### src/rtl/seq_det_pkg.sv
// Shared types, widths and small helpers for the sequence-scan controller.
// Imported by the interface, the top and the pattern matcher.
package seq_det_pkg;

  localparam int HIST_W = 4;
  localparam int SCAN_W = 8;
  localparam int IDX_W  = $clog2(SCAN_W);
  localparam int CNT_W  = $clog2(HIST_W + 1);
  localparam logic [CNT_W-1:0] CNT_MAX = CNT_W'(HIST_W);

  typedef enum logic [1:0] {
    ST_IDLE  = 2'd0,
    ST_SHIFT = 2'd1,
    ST_DONE  = 2'd2
  } scan_state_e;

  // Selects the active low-order bits of the pattern for a given length code.
  function automatic logic [HIST_W-1:0] len_mask(input logic [1:0] len);
    logic [HIST_W-1:0] m;
    case (len)
      2'd0:    m = 4'b0001;
      2'd1:    m = 4'b0011;
      2'd2:    m = 4'b0111;
      2'd3:    m = 4'b1111;
      default: m = 4'b1111;
    endcase
    return m;
  endfunction

  function automatic logic [7:0] sat_inc8(input logic [7:0] v);
    logic [7:0] r;
    if (v == 8'hFF) begin
      r = v;
    end else begin
      r = v + 8'd1;
    end
    return r;
  endfunction

endpackage

### src/rtl/seq_scan_ctrl_if.sv
// Byte-load handshake, scan configuration and result bus of the scan controller.
interface seq_scan_ctrl_if;
  import seq_det_pkg::*;

  logic              load_valid;
  logic [SCAN_W-1:0] load_data;
  logic              load_ready;
  logic [HIST_W-1:0] cfg_pattern;
  logic [1:0]        cfg_len;
  logic              cfg_overlap;
  logic              clear_hist;
  logic              match;
  logic              done;
  logic [SCAN_W-1:0] match_vec;
  logic [7:0]        match_count;

  modport master (
    output load_valid, load_data, cfg_pattern, cfg_len, cfg_overlap, clear_hist,
    input  load_ready, match, done, match_vec, match_count
  );

  modport slave (
    input  load_valid, load_data, cfg_pattern, cfg_len, cfg_overlap, clear_hist,
    output load_ready, match, done, match_vec, match_count
  );

endinterface

### src/rtl/pattern_match_core.sv
// Bit-serial pattern detector: 4-bit history (newest at LSB), saturating
// valid-bit count and a registered Moore match flag.
module pattern_match_core
  import seq_det_pkg::*;
(
  input  logic              clk,
  input  logic              reset,
  input  logic              bit_in,
  input  logic              shift_en,
  input  logic              clear,
  input  logic [HIST_W-1:0] pattern,
  input  logic [1:0]        len,
  input  logic              overlap,
  output logic              hit,
  output logic              match
);

  logic [HIST_W-1:0] hist_r;
  logic [CNT_W-1:0]  cnt_r;
  logic              match_r;
  logic [HIST_W-1:0] base_hist_s;
  logic [CNT_W-1:0]  base_cnt_s;
  logic [HIST_W-1:0] shifted_s;
  logic [CNT_W-1:0]  cnt_inc_s;
  logic [CNT_W-1:0]  need_s;
  logic [HIST_W-1:0] hist_s;
  logic [CNT_W-1:0]  cnt_s;
  logic              hit_s;

  // A clear empties the history first, so a bit shifted in the same cycle
  // lands in an empty history and may itself complete a 1-bit pattern.
  always_comb begin
    base_hist_s = {HIST_W{1'b0}};
    base_cnt_s  = {CNT_W{1'b0}};
    if (clear) begin
      base_hist_s = {HIST_W{1'b0}};
      base_cnt_s  = {CNT_W{1'b0}};
    end else begin
      base_hist_s = hist_r;
      base_cnt_s  = cnt_r;
    end

    shifted_s = {base_hist_s[HIST_W-2:0], bit_in};
    if (base_cnt_s == CNT_MAX) begin
      cnt_inc_s = CNT_MAX;
    end else begin
      cnt_inc_s = base_cnt_s + 3'd1;
    end
    need_s = {1'b0, len} + 3'd1;

    hit_s = shift_en && (cnt_inc_s >= need_s) &&
            (((shifted_s ^ pattern) & len_mask(len)) == {HIST_W{1'b0}});

    hist_s = base_hist_s;
    cnt_s  = base_cnt_s;
    if (shift_en) begin
      hist_s = shifted_s;
      if (hit_s && !overlap) begin
        cnt_s = {CNT_W{1'b0}};
      end else begin
        cnt_s = cnt_inc_s;
      end
    end else begin
      hist_s = base_hist_s;
      cnt_s  = base_cnt_s;
    end
  end

  // History, count and match flag registers.
  always_ff @(posedge clk) begin
    if (reset) begin
      hist_r  <= {HIST_W{1'b0}};
      cnt_r   <= {CNT_W{1'b0}};
      match_r <= 1'b0;
    end else begin
      hist_r  <= hist_s;
      cnt_r   <= cnt_s;
      match_r <= hit_s;
    end
  end

  assign hit   = hit_s;
  assign match = match_r;

endmodule

### src/rtl/seq_scan_ctrl.sv
// Byte-at-a-time scan controller: accepts a byte, feeds its bits LSB-first into
// the pattern matcher, and reports a per-bit match vector plus a running count.
module seq_scan_ctrl
  import seq_det_pkg::*;
(
  input  logic          clk,
  input  logic          reset,
  seq_scan_ctrl_if.slave bus
);

  scan_state_e       state_r;
  scan_state_e       state_s;
  logic [SCAN_W-1:0] data_r;
  logic [HIST_W-1:0] pattern_r;
  logic [1:0]        len_r;
  logic              overlap_r;
  logic [IDX_W-1:0]  idx_r;
  logic              accept_s;
  logic              shift_s;
  logic              bit_s;
  logic              hit_s;
  logic              match_s;
  logic              load_ready_r;
  logic              done_r;
  logic [SCAN_W-1:0] vec_r;
  logic [7:0]        count_r;

  // Next-state decode; a byte is taken only in IDLE, anything else is ignored.
  always_comb begin
    state_s  = state_r;
    accept_s = 1'b0;
    shift_s  = 1'b0;
    case (state_r)
      ST_IDLE: begin
        if (bus.load_valid) begin
          state_s  = ST_SHIFT;
          accept_s = 1'b1;
        end else begin
          state_s = ST_IDLE;
        end
      end
      ST_SHIFT: begin
        shift_s = 1'b1;
        if (idx_r == 3'd7) begin
          state_s = ST_DONE;
        end else begin
          state_s = ST_SHIFT;
        end
      end
      ST_DONE: begin
        state_s = ST_IDLE;
      end
      default: begin
        state_s = ST_IDLE;
      end
    endcase
    bit_s = data_r[idx_r];
  end

  // State register plus the byte and configuration frozen at acceptance.
  always_ff @(posedge clk) begin
    if (reset) begin
      state_r   <= ST_IDLE;
      data_r    <= {SCAN_W{1'b0}};
      pattern_r <= {HIST_W{1'b0}};
      len_r     <= 2'd0;
      overlap_r <= 1'b0;
      idx_r     <= {IDX_W{1'b0}};
    end else begin
      state_r <= state_s;
      if (accept_s) begin
        data_r    <= bus.load_data;
        pattern_r <= bus.cfg_pattern;
        len_r     <= bus.cfg_len;
        overlap_r <= bus.cfg_overlap;
        idx_r     <= {IDX_W{1'b0}};
      end else if (shift_s) begin
        idx_r <= idx_r + 3'd1;
      end else begin
        idx_r <= idx_r;
      end
    end
  end

  pattern_match_core u_core (
    .clk      (clk),
    .reset    (reset),
    .bit_in   (bit_s),
    .shift_en (shift_s),
    .clear    (bus.clear_hist),
    .pattern  (pattern_r),
    .len      (len_r),
    .overlap  (overlap_r),
    .hit      (hit_s),
    .match    (match_s)
  );

  // Results are updated on the same edge as the match flag so that a match on
  // the last bit is already folded into match_vec when done rises.
  always_ff @(posedge clk) begin
    if (reset) begin
      load_ready_r <= 1'b1;
      done_r       <= 1'b0;
      vec_r        <= {SCAN_W{1'b0}};
      count_r      <= 8'd0;
    end else begin
      load_ready_r <= (state_s == ST_IDLE);
      done_r       <= (state_s == ST_DONE);
      if (accept_s) begin
        vec_r <= {SCAN_W{1'b0}};
      end else if (hit_s) begin
        vec_r[idx_r] <= 1'b1;
      end else begin
        vec_r <= vec_r;
      end
      if (hit_s) begin
        count_r <= sat_inc8(count_r);
      end else begin
        count_r <= count_r;
      end
    end
  end

  assign bus.load_ready  = load_ready_r;
  assign bus.done        = done_r;
  assign bus.match       = match_s;
  assign bus.match_vec   = vec_r;
  assign bus.match_count = count_r;

endmodule

### src/flat_wrapper.sv
// flat-port wrapper written by rule: the top's interface ports become plain ports
module seq_scan_ctrl_flat import seq_det_pkg::*;
  (clk, reset, bus_load_valid, bus_load_data, bus_cfg_pattern, bus_cfg_len, bus_cfg_overlap, bus_clear_hist, bus_load_ready, bus_match, bus_done, bus_match_vec, bus_match_count);
  seq_scan_ctrl_if bus_i ();
  input  logic clk;
  input  logic reset;
  input wire logic [$bits(bus_i.load_valid)-1:0] bus_load_valid;
  input wire logic [$bits(bus_i.load_data)-1:0] bus_load_data;
  input wire logic [$bits(bus_i.cfg_pattern)-1:0] bus_cfg_pattern;
  input wire logic [$bits(bus_i.cfg_len)-1:0] bus_cfg_len;
  input wire logic [$bits(bus_i.cfg_overlap)-1:0] bus_cfg_overlap;
  input wire logic [$bits(bus_i.clear_hist)-1:0] bus_clear_hist;
  output wire logic [$bits(bus_i.load_ready)-1:0] bus_load_ready;
  output wire logic [$bits(bus_i.match)-1:0] bus_match;
  output wire logic [$bits(bus_i.done)-1:0] bus_done;
  output wire logic [$bits(bus_i.match_vec)-1:0] bus_match_vec;
  output wire logic [$bits(bus_i.match_count)-1:0] bus_match_count;
  assign bus_i.load_valid = bus_load_valid;
  assign bus_i.load_data = bus_load_data;
  assign bus_i.cfg_pattern = bus_cfg_pattern;
  assign bus_i.cfg_len = bus_cfg_len;
  assign bus_i.cfg_overlap = bus_cfg_overlap;
  assign bus_i.clear_hist = bus_clear_hist;
  assign bus_load_ready = bus_i.load_ready;
  assign bus_match = bus_i.match;
  assign bus_done = bus_i.done;
  assign bus_match_vec = bus_i.match_vec;
  assign bus_match_count = bus_i.match_count;
  seq_scan_ctrl u_core (.clk(clk), .reset(reset), .bus(bus_i));
endmodule
### config.mk
export PLATFORM = sky130hd
export DESIGN_NAME = seq_scan_ctrl_flat
export DESIGN_NICKNAME = d
export VERILOG_FILES = /design/src/rtl/seq_det_pkg.sv /design/src/rtl/seq_scan_ctrl_if.sv /design/src/rtl/pattern_match_core.sv /design/src/rtl/seq_scan_ctrl.sv /design/src/flat_wrapper.sv
export SDC_FILE = /design/constraint.sdc
export NUM_CORES = 1
export LEC_CHECK = 0
export BUFFER_PORTS_ARGS = -buffer_cell sky130_fd_sc_hd__buf_2
export CAP_MARGIN = 25
export CORE_MARGIN = 5
export CORE_UTILIZATION = 50
export DETAILED_ROUTE_END_ITERATION = 6
export PLACE_DENSITY = 0.83
export SLEW_MARGIN = 5
export SYNTH_ARGS = -nofsm -noshare
export SYNTH_HDL_FRONTEND = slang
export SYNTH_SLANG_ARGS = --single-unit
### constraint.sdc
create_clock -name clk -period 3.08 [get_ports clk]
set_input_delay 0.154 -clock clk [delete_from_list [all_inputs] [get_ports clk]]
set_output_delay 0.154 -clock clk [all_outputs]
set_load 0.005 [all_outputs]
==> impl_metrics.csv, run 1 <==
group,metric,value,unit
synthesis,synth_top_area_frac,0.424,
timing,grt_setup_unrepaired,"no",
critical_path,slowest_delay,640,ps
routing,wl_per_cell,12.8,um
timing,period_share,0.851,
critical_path,r2r_start,"u_core.idx_r[0]",
clock_network,cts_post_setup_buffers_inserted,0,
critical_path,cp_slowest_cell,"dfxtp_1",
routing,vias,1792,
min_path,holdPathStages,3,
synthesis,synth_area_leaders,"dfxtp_1, nand2_1, ha_1, a21oi_1, nor2_1",
min_path,hold_class,"input port to register",
clock_network,worstSkewPairLatency,300,ps
synthesis,synth_warnings,0,
run_status,outcome,"finished, final reports clean",
critical_path,worstSetupPathType,"register to register",
timing,max_freq,0.382,GHz
grt,grt_overflow_total,0,
floorplanning,die-area,5650,um^2
floorplanning,start_util,0.524,
critical_path,cp-end-kind,"register",
critical_path,cp-start-kind,"register",
timing,setup_violations,0,
synthesis,yosysTopAreaCell,"dfxtp_1",
synthesis,yosysUniqueCellTypes,41,
critical_path,crit_path_max_fanout,14,
timing,hold_viol,0,
routing,firstDrtPassIters,4,
critical_path,reg2reg_depth,6,
place,dp.final_hpwl,3180,um
power_and_ir_drop,p_leak,1.01,nW
floorplanning,die_h,75.2,um
critical_path,worstReg2RegEnd,"u_core.bus.match_count[6]",
floorplanning,num_io_pins,38,
clock_network,clkTransAtPathRegs,80,ps
grt,grt_max_degree,34,
timing,drv_slew,0,
routing,routed_wl,4340,um
clock_network,htreeDepth,2,
critical_path,required,3270,ps
min_path,worstHoldStart,"bus_load_data[2]",
clock_network,cts_buffers,5,
power_and_ir_drop,vdd_drop_max,272,uV
synthesis,syn_area_per_cell,8.33,um^2
floorplanning,fp.coreArea,4060,um^2
timing,slew_headroom,0.382,
flow_run,drv_cap,0,
clock_network,hold_buffers,0,
critical_path,crit_chain,"mux2i_1 -> a22oi_1 -> nand3_2 -> xnor2_1 -> or3_1 -> o311a_1",
grt,met3_usage,0.0374,
routing,ant_nets,0,
clock_network,cts.sinks,45,
layout,final_core_util,0.597,
grt,grt_pass1_vias,1701,
synthesis,syn-cell-area,2120,um^2
synthesis,synth-seq-cells,45,
clock_network,clockBufferDepth,2,
grt,use_met1,0.206,
grt,grt.busiest_layer,"met2",
timing,finalSetupTns,0,ps
routing,drt_iter0_markers,69,
routing,vias_per_cell,5.30,
grt,antenna_found_initial,0,
layout,nets,317,
timing,fin_crit,2620,ps
timing,clock-skew-final,2.16,ps
layout,drive_gt1_frac,0.163,
place,port-buffer-count,37,
routing,post-route-drc-count,0,
clock_network,cts_resized,0,
power_and_ir_drop,power_density,498,nW/um^2
floorplanning,die_x,75.2,um
grt,met2_usage,0.288,
timing,worst_slew_pin_slew,921,ps
floorplanning,num_rows,23,
grt,grt_usage,0.172,
synthesis,ys_seq_area_frac,0.424,
clock_network,cts_root_buf,"clkbuf_8",
synthesis,synth_fp_nets,285,
synthesis,syn_inst,255,
critical_path,cp.arrival,2810,ps
grt,grt_pass1_wl,7380,um
layout,syn2layout_area_growth,14.1,%
layout,diodes,0,
clock_network,cts_tree,"done",
critical_path,reg2reg_slack,460,ps
min_path,min_to,"u_core.data_r[2]",
place,globalplace.congestion,0.787,
[layer usage]
metal | part of all wire | vias up | routed length [um]
met5 | 0 | - | 0
met4 | 0.020 | 0 | 87
met3 | 0.062 | 11 | 269
met2 | 0.45 | 42 | 1960
met1 | 0.47 | 805 | 2020
li1 | - | 934 | -
[layout make-up]
type	count	area [um^2]
fill	382	1630
multi-input combinational	190	1130
sequential	45	901
timing repair buffer	37	185
clock buffer	7	86.3
tap	50	62.6
clock inverter	1	30.0
inverter	8	30.0
[cells in the mapped netlist]
| cell type | number |
|---|---|
| a22oi_1 | 1 |
| dfxtp_1 | 45 |
| ha_1 | 11 |
| nand3_1 | 9 |
| a31oi_1 | 1 |
| a21o_1 | 1 |
| o41ai_2 | 1 |
| or2_2 | 1 |
| clkbuf_1 | 8 |
| nor3_1 | 5 |
| nand2b_1 | 5 |
| o311a_1 | 1 |
| nand2_1 | 50 |
| nor2_1 | 22 |
| o31ai_1 | 2 |
| nand3b_1 | 3 |
| nand4_1 | 2 |
| inv_1 | 8 |
| and3_1 | 3 |
| a21oi_1 | 22 |
| buf_6 | 2 |
| and2b_1 | 1 |
| o211ai_1 | 1 |
| mux2_1 | 3 |
| mux2i_1 | 7 |
| a32o_1 | 2 |
| nand4b_1 | 1 |
| buf_2 | 1 |
| o21a_1 | 1 |
| and2_1 | 1 |
| a2bb2oi_1 | 1 |
| o41ai_1 | 2 |
| or3_1 | 1 |
| buf_4 | 1 |
| or4_1 | 4 |
| nand3_2 | 1 |
| o311ai_0 | 1 |
| xnor2_1 | 5 |
| o21ai_1 | 8 |
| o21ai_0 | 2 |
| nor2b_1 | 8 |
[worst max path at each step]
stage                     cells after the start              startpoint                   endpoint
final                                         6         u_core.idx_r[0]  u_core.bus.match_count[6]
after global routing                         12  u_core.u_core.cnt_r[1]  u_core.bus.match_count[0]
after CTS                                     6         u_core.idx_r[0]  u_core.bus.match_count[6]
after detailed placement                      6         u_core.idx_r[0]  u_core.bus.match_count[6]
after global placement                        6         u_core.idx_r[0]  u_core.bus.match_count[6]
after floorplan                              10  u_core.u_core.cnt_r[0]  u_core.bus.match_count[7]
[worst max-delay path, delay by kind of cell (launching register included)]
family	cells	cell delay, ps
mux	1	150
simple gates	2	750
xor+xnor	1	330
compound gates	2	640
flops	1	640
[through the flow]
| step | setup WS [ps] | cells | hold WS [ps] | cell area (um^2) | power, mW |
|---|---|---|---|---|---|
| after global routing | 215 | 338 | 80.5 | 2420 | 1.26 |
| after floorplan | 719 | 255 | 254 | 2120 | 0.733 |
| after detailed placement | 489 | 330 | 400 | 2310 | 0.766 |
| final | 459 | 338 | 84.2 | 2420 | 1.21 |
| after global placement | 576 | 330 | 395 | 2310 | 0.760 |
| after CTS | 446 | 338 | 82.2 | 2420 | 1.21 |
[state kept, by name, indices dropped and copies added, names as in the netlist]
register,cells
u_core.bus.done,1
u_core.bus.load_ready,1
u_core.bus.match_count,8
u_core.bus.match_vec,8
u_core.data_r,8
u_core.idx_r,3
u_core.len_r,2
u_core.overlap_r,1
u_core.pattern_r,4
u_core.state_r,2
u_core.u_core.cnt_r,3
u_core.u_core.hist_r,3
u_core.u_core.match,1
[where the power goes]
group          internal (mW)  total (mW)  switching, mW
clock network          0.264       0.455          0.190
registers              0.602       0.620         0.0180
logic                 0.0500       0.132         0.0817
[placed cells by master (no fill, tap or decap), types with 3 or more instances in the layout]
master,n
a21oi_1,22
and3_1,3
buf_2,37
clkbuf_8,6
dfxtp_1,45
ha_1,11
inv_1,8
mux2_1,3
mux2i_1,7
nand2_1,50
nand2b_1,5
nand3_1,9
nand3b_1,3
nor2_1,22
nor2b_1,8
nor3_1,5
o21ai_1,8
or4_1,4
xnor2_1,5
[kinds of logic (layout without fill, tap and decap cells)]
group                    Yosys count  in the layout  share of synthesized area
AND/OR/NAND/NOR                  117            117                      0.259
buffers and inverters             20             53                     0.0448
AO/OA/AOI/OAI                     47             47                      0.138
flip-flops                        45             45                      0.424
adder cells (fa/ha/maj)           11             11                     0.0648
XOR/XNOR                           5              5                     0.0206
multiplexers                      10             10                     0.0489
Power figures use the tool's default switching activity.
==> inputs of run 2 (changes only) <==
--- a/config.mk
+++ b/config.mk
@@ -9,6 +9,7 @@
 export CAP_MARGIN = 25
 export CORE_MARGIN = 5
 export CORE_UTILIZATION = 50
+export CTS_BUF_LIST = sky130_fd_sc_hd__clkbuf_8
 export DETAILED_ROUTE_END_ITERATION = 6
 export PLACE_DENSITY = 0.83
 export SLEW_MARGIN = 5
==> impl_metrics.csv, run 2 (synthesis results as in run 1) <==
group,metric,value,unit
place,port-buffer-count,37,
routing,vias,1784,
layout,layout_commonest_cell,"nand2_1",
routing,vias_per_cell,5.28,
timing,clock-skew-final,1.64,ps
layout,final_core_util,0.597,
critical_path,crit_chain,"mux2i_1 -> a22oi_1 -> nand3_2 -> xnor2_1 -> or3_1 -> o311a_1",
routing,firstDrtPassIters,5,
grt,grt_pass1_wl,7380,um
layout,nFillCells,382,
routing,wl_per_cell,12.8,um
min_path,hold_class,"input port to register",
critical_path,reg2reg_depth,6,
floorplanning,die_h,75.2,um
critical_path,reg2reg_slack,460,ps
timing,max_freq,0.382,GHz
critical_path,slowest_delay,640,ps
timing,hold_viol,0,
place,dp.final_hpwl,3180,um
min_path,min_to,"u_core.data_r[2]",
timing,fin_crit,2620,ps
layout,drive_gt1_frac,0.163,
clock_network,cts_post_setup_buffers_inserted,0,
clock_network,hold_buffers,0,
layout,diodes,0,
flow_run,drv_cap,0,
timing,period_share,0.850,
floorplanning,die-area,5650,um^2
critical_path,required,3270,ps
timing,worst_slew_pin_slew,910,ps
critical_path,cp-start-kind,"register",
grt,grt_usage,0.172,
timing,grt_setup_unrepaired,"no",
floorplanning,num_rows,23,
place,globalplace.congestion,0.787,
power_and_ir_drop,total_power,1.20,mW
grt,antenna_found_initial,0,
layout,fin_area,2420,um^2
run_status,outcome,"finished, final reports clean",
clock_network,cts_resized,0,
clock_network,clockBufferDepth,2,
power_and_ir_drop,p_leak,1.01,nW
min_path,holdPathStages,3,
clock_network,htreeDepth,2,
clock_network,cts_root_buf,"clkbuf_8",
critical_path,worstSetupPathType,"register to register",
timing,setup_violations,0,
critical_path,crit_path_max_fanout,14,
critical_path,r2r_start,"u_core.idx_r[0]",
timing,slew_headroom,0.389,
grt,grt_pass1_vias,1701,
clock_network,worstSkewPairLatency,300,ps
clock_network,cts_buffers,5,
power_and_ir_drop,vdd_drop_max,270,uV
timing,drv_slew,0,
layout,nets,317,
critical_path,cp.arrival,2810,ps
routing,ant_nets,0,
critical_path,cp_slowest_cell,"dfxtp_1",
grt,grt_overflow_total,0,
clock_network,cts_tree,"done",
layout,syn2layout_area_growth,14.1,%
routing,drt_iter0_markers,69,
clock_network,cts.sinks,45,
grt,grt_max_degree,34,
critical_path,cp-end-kind,"register",
floorplanning,fp.coreArea,4060,um^2
layout,mostFrequentLayoutCells,"nand2_1, dfxtp_1, buf_2",
min_path,worstHoldStart,"bus_load_data[2]",
floorplanning,start_util,0.524,
clock_network,clkTransAtPathRegs,80,ps
place,dp_slack,489,ps
routing,routed_wl,4340,um
power_and_ir_drop,power_density,497,nW/um^2
place,placed_area,2310,um^2
floorplanning,num_io_pins,38,
timing,fin_ws,463,ps
floorplanning,die_x,75.2,um
timing,finalSetupTns,0,ps
critical_path,worstReg2RegEnd,"u_core.bus.match_count[6]",
routing,post-route-drc-count,0,
[run 2: cell count changes in the layout (fill, tap and decap cells not counted), sizes merged]
cell    before  now
inv          8    9
clkbuf       7    6
[run 2: metal layers]
metal,track usage,vias to the layer above,share of wire
met2,0.288,45,0.45
met4,0.0874,0,0.018
met1,0.206,795,0.46
met5,0,-,0
li1,-,935,-
met3,0.0374,9,0.068
[run 2: final cells by class]
type	count	area, um^2	area share
Clock buffer	6	82.6	0.0341
Clock inverter	2	33.8	0.0139
Inverter	8	30.0	0.0124
Multi-Input combinational cell	190	1130	0.466
Sequential cell	45	901	0.372
Tap cell	50	62.6	0.0258
Timing Repair Buffer	37	185	0.0764
[run 2: critical path, delay by kind of cell (launching register included)]
kind,cells,cell delay [ps]
mux,1,150
simple gates,2,750
compound gates,2,640
flops,1,640
xor+xnor,1,330
[run 2: stage by stage]
stage / hold WS, ps / cells
2_1_floorplan: 254 / 255
3_3_place_gp: 395 / 330
3_5_place_dp: 400 / 330
4_1_cts: 82.2 / 338
5_1_grt: 80.4 / 338
6_report: 81.4 / 338
[run 2: worst max-delay path by stage]
stage                      startpoint                         to  slack (ps)
5_1_grt        u_core.u_core.cnt_r[1]  u_core.bus.match_count[0]         220
6_report              u_core.idx_r[0]  u_core.bus.match_count[6]         460
3_5_place_dp          u_core.idx_r[0]  u_core.bus.match_count[6]         490
4_1_cts               u_core.idx_r[0]  u_core.bus.match_count[6]         450
2_1_floorplan  u_core.u_core.cnt_r[0]  u_core.bus.match_count[7]         720
3_3_place_gp          u_core.idx_r[0]  u_core.bus.match_count[6]         580
[run 2: where the power goes]
part | internal (mW) | switching, mW | leakage (nW)
clock | 0.261 | 0.192 | 0.0626
sequential | 0.602 | 0.0180 | 0.366
combinational | 0.0500 | 0.0814 | 0.583
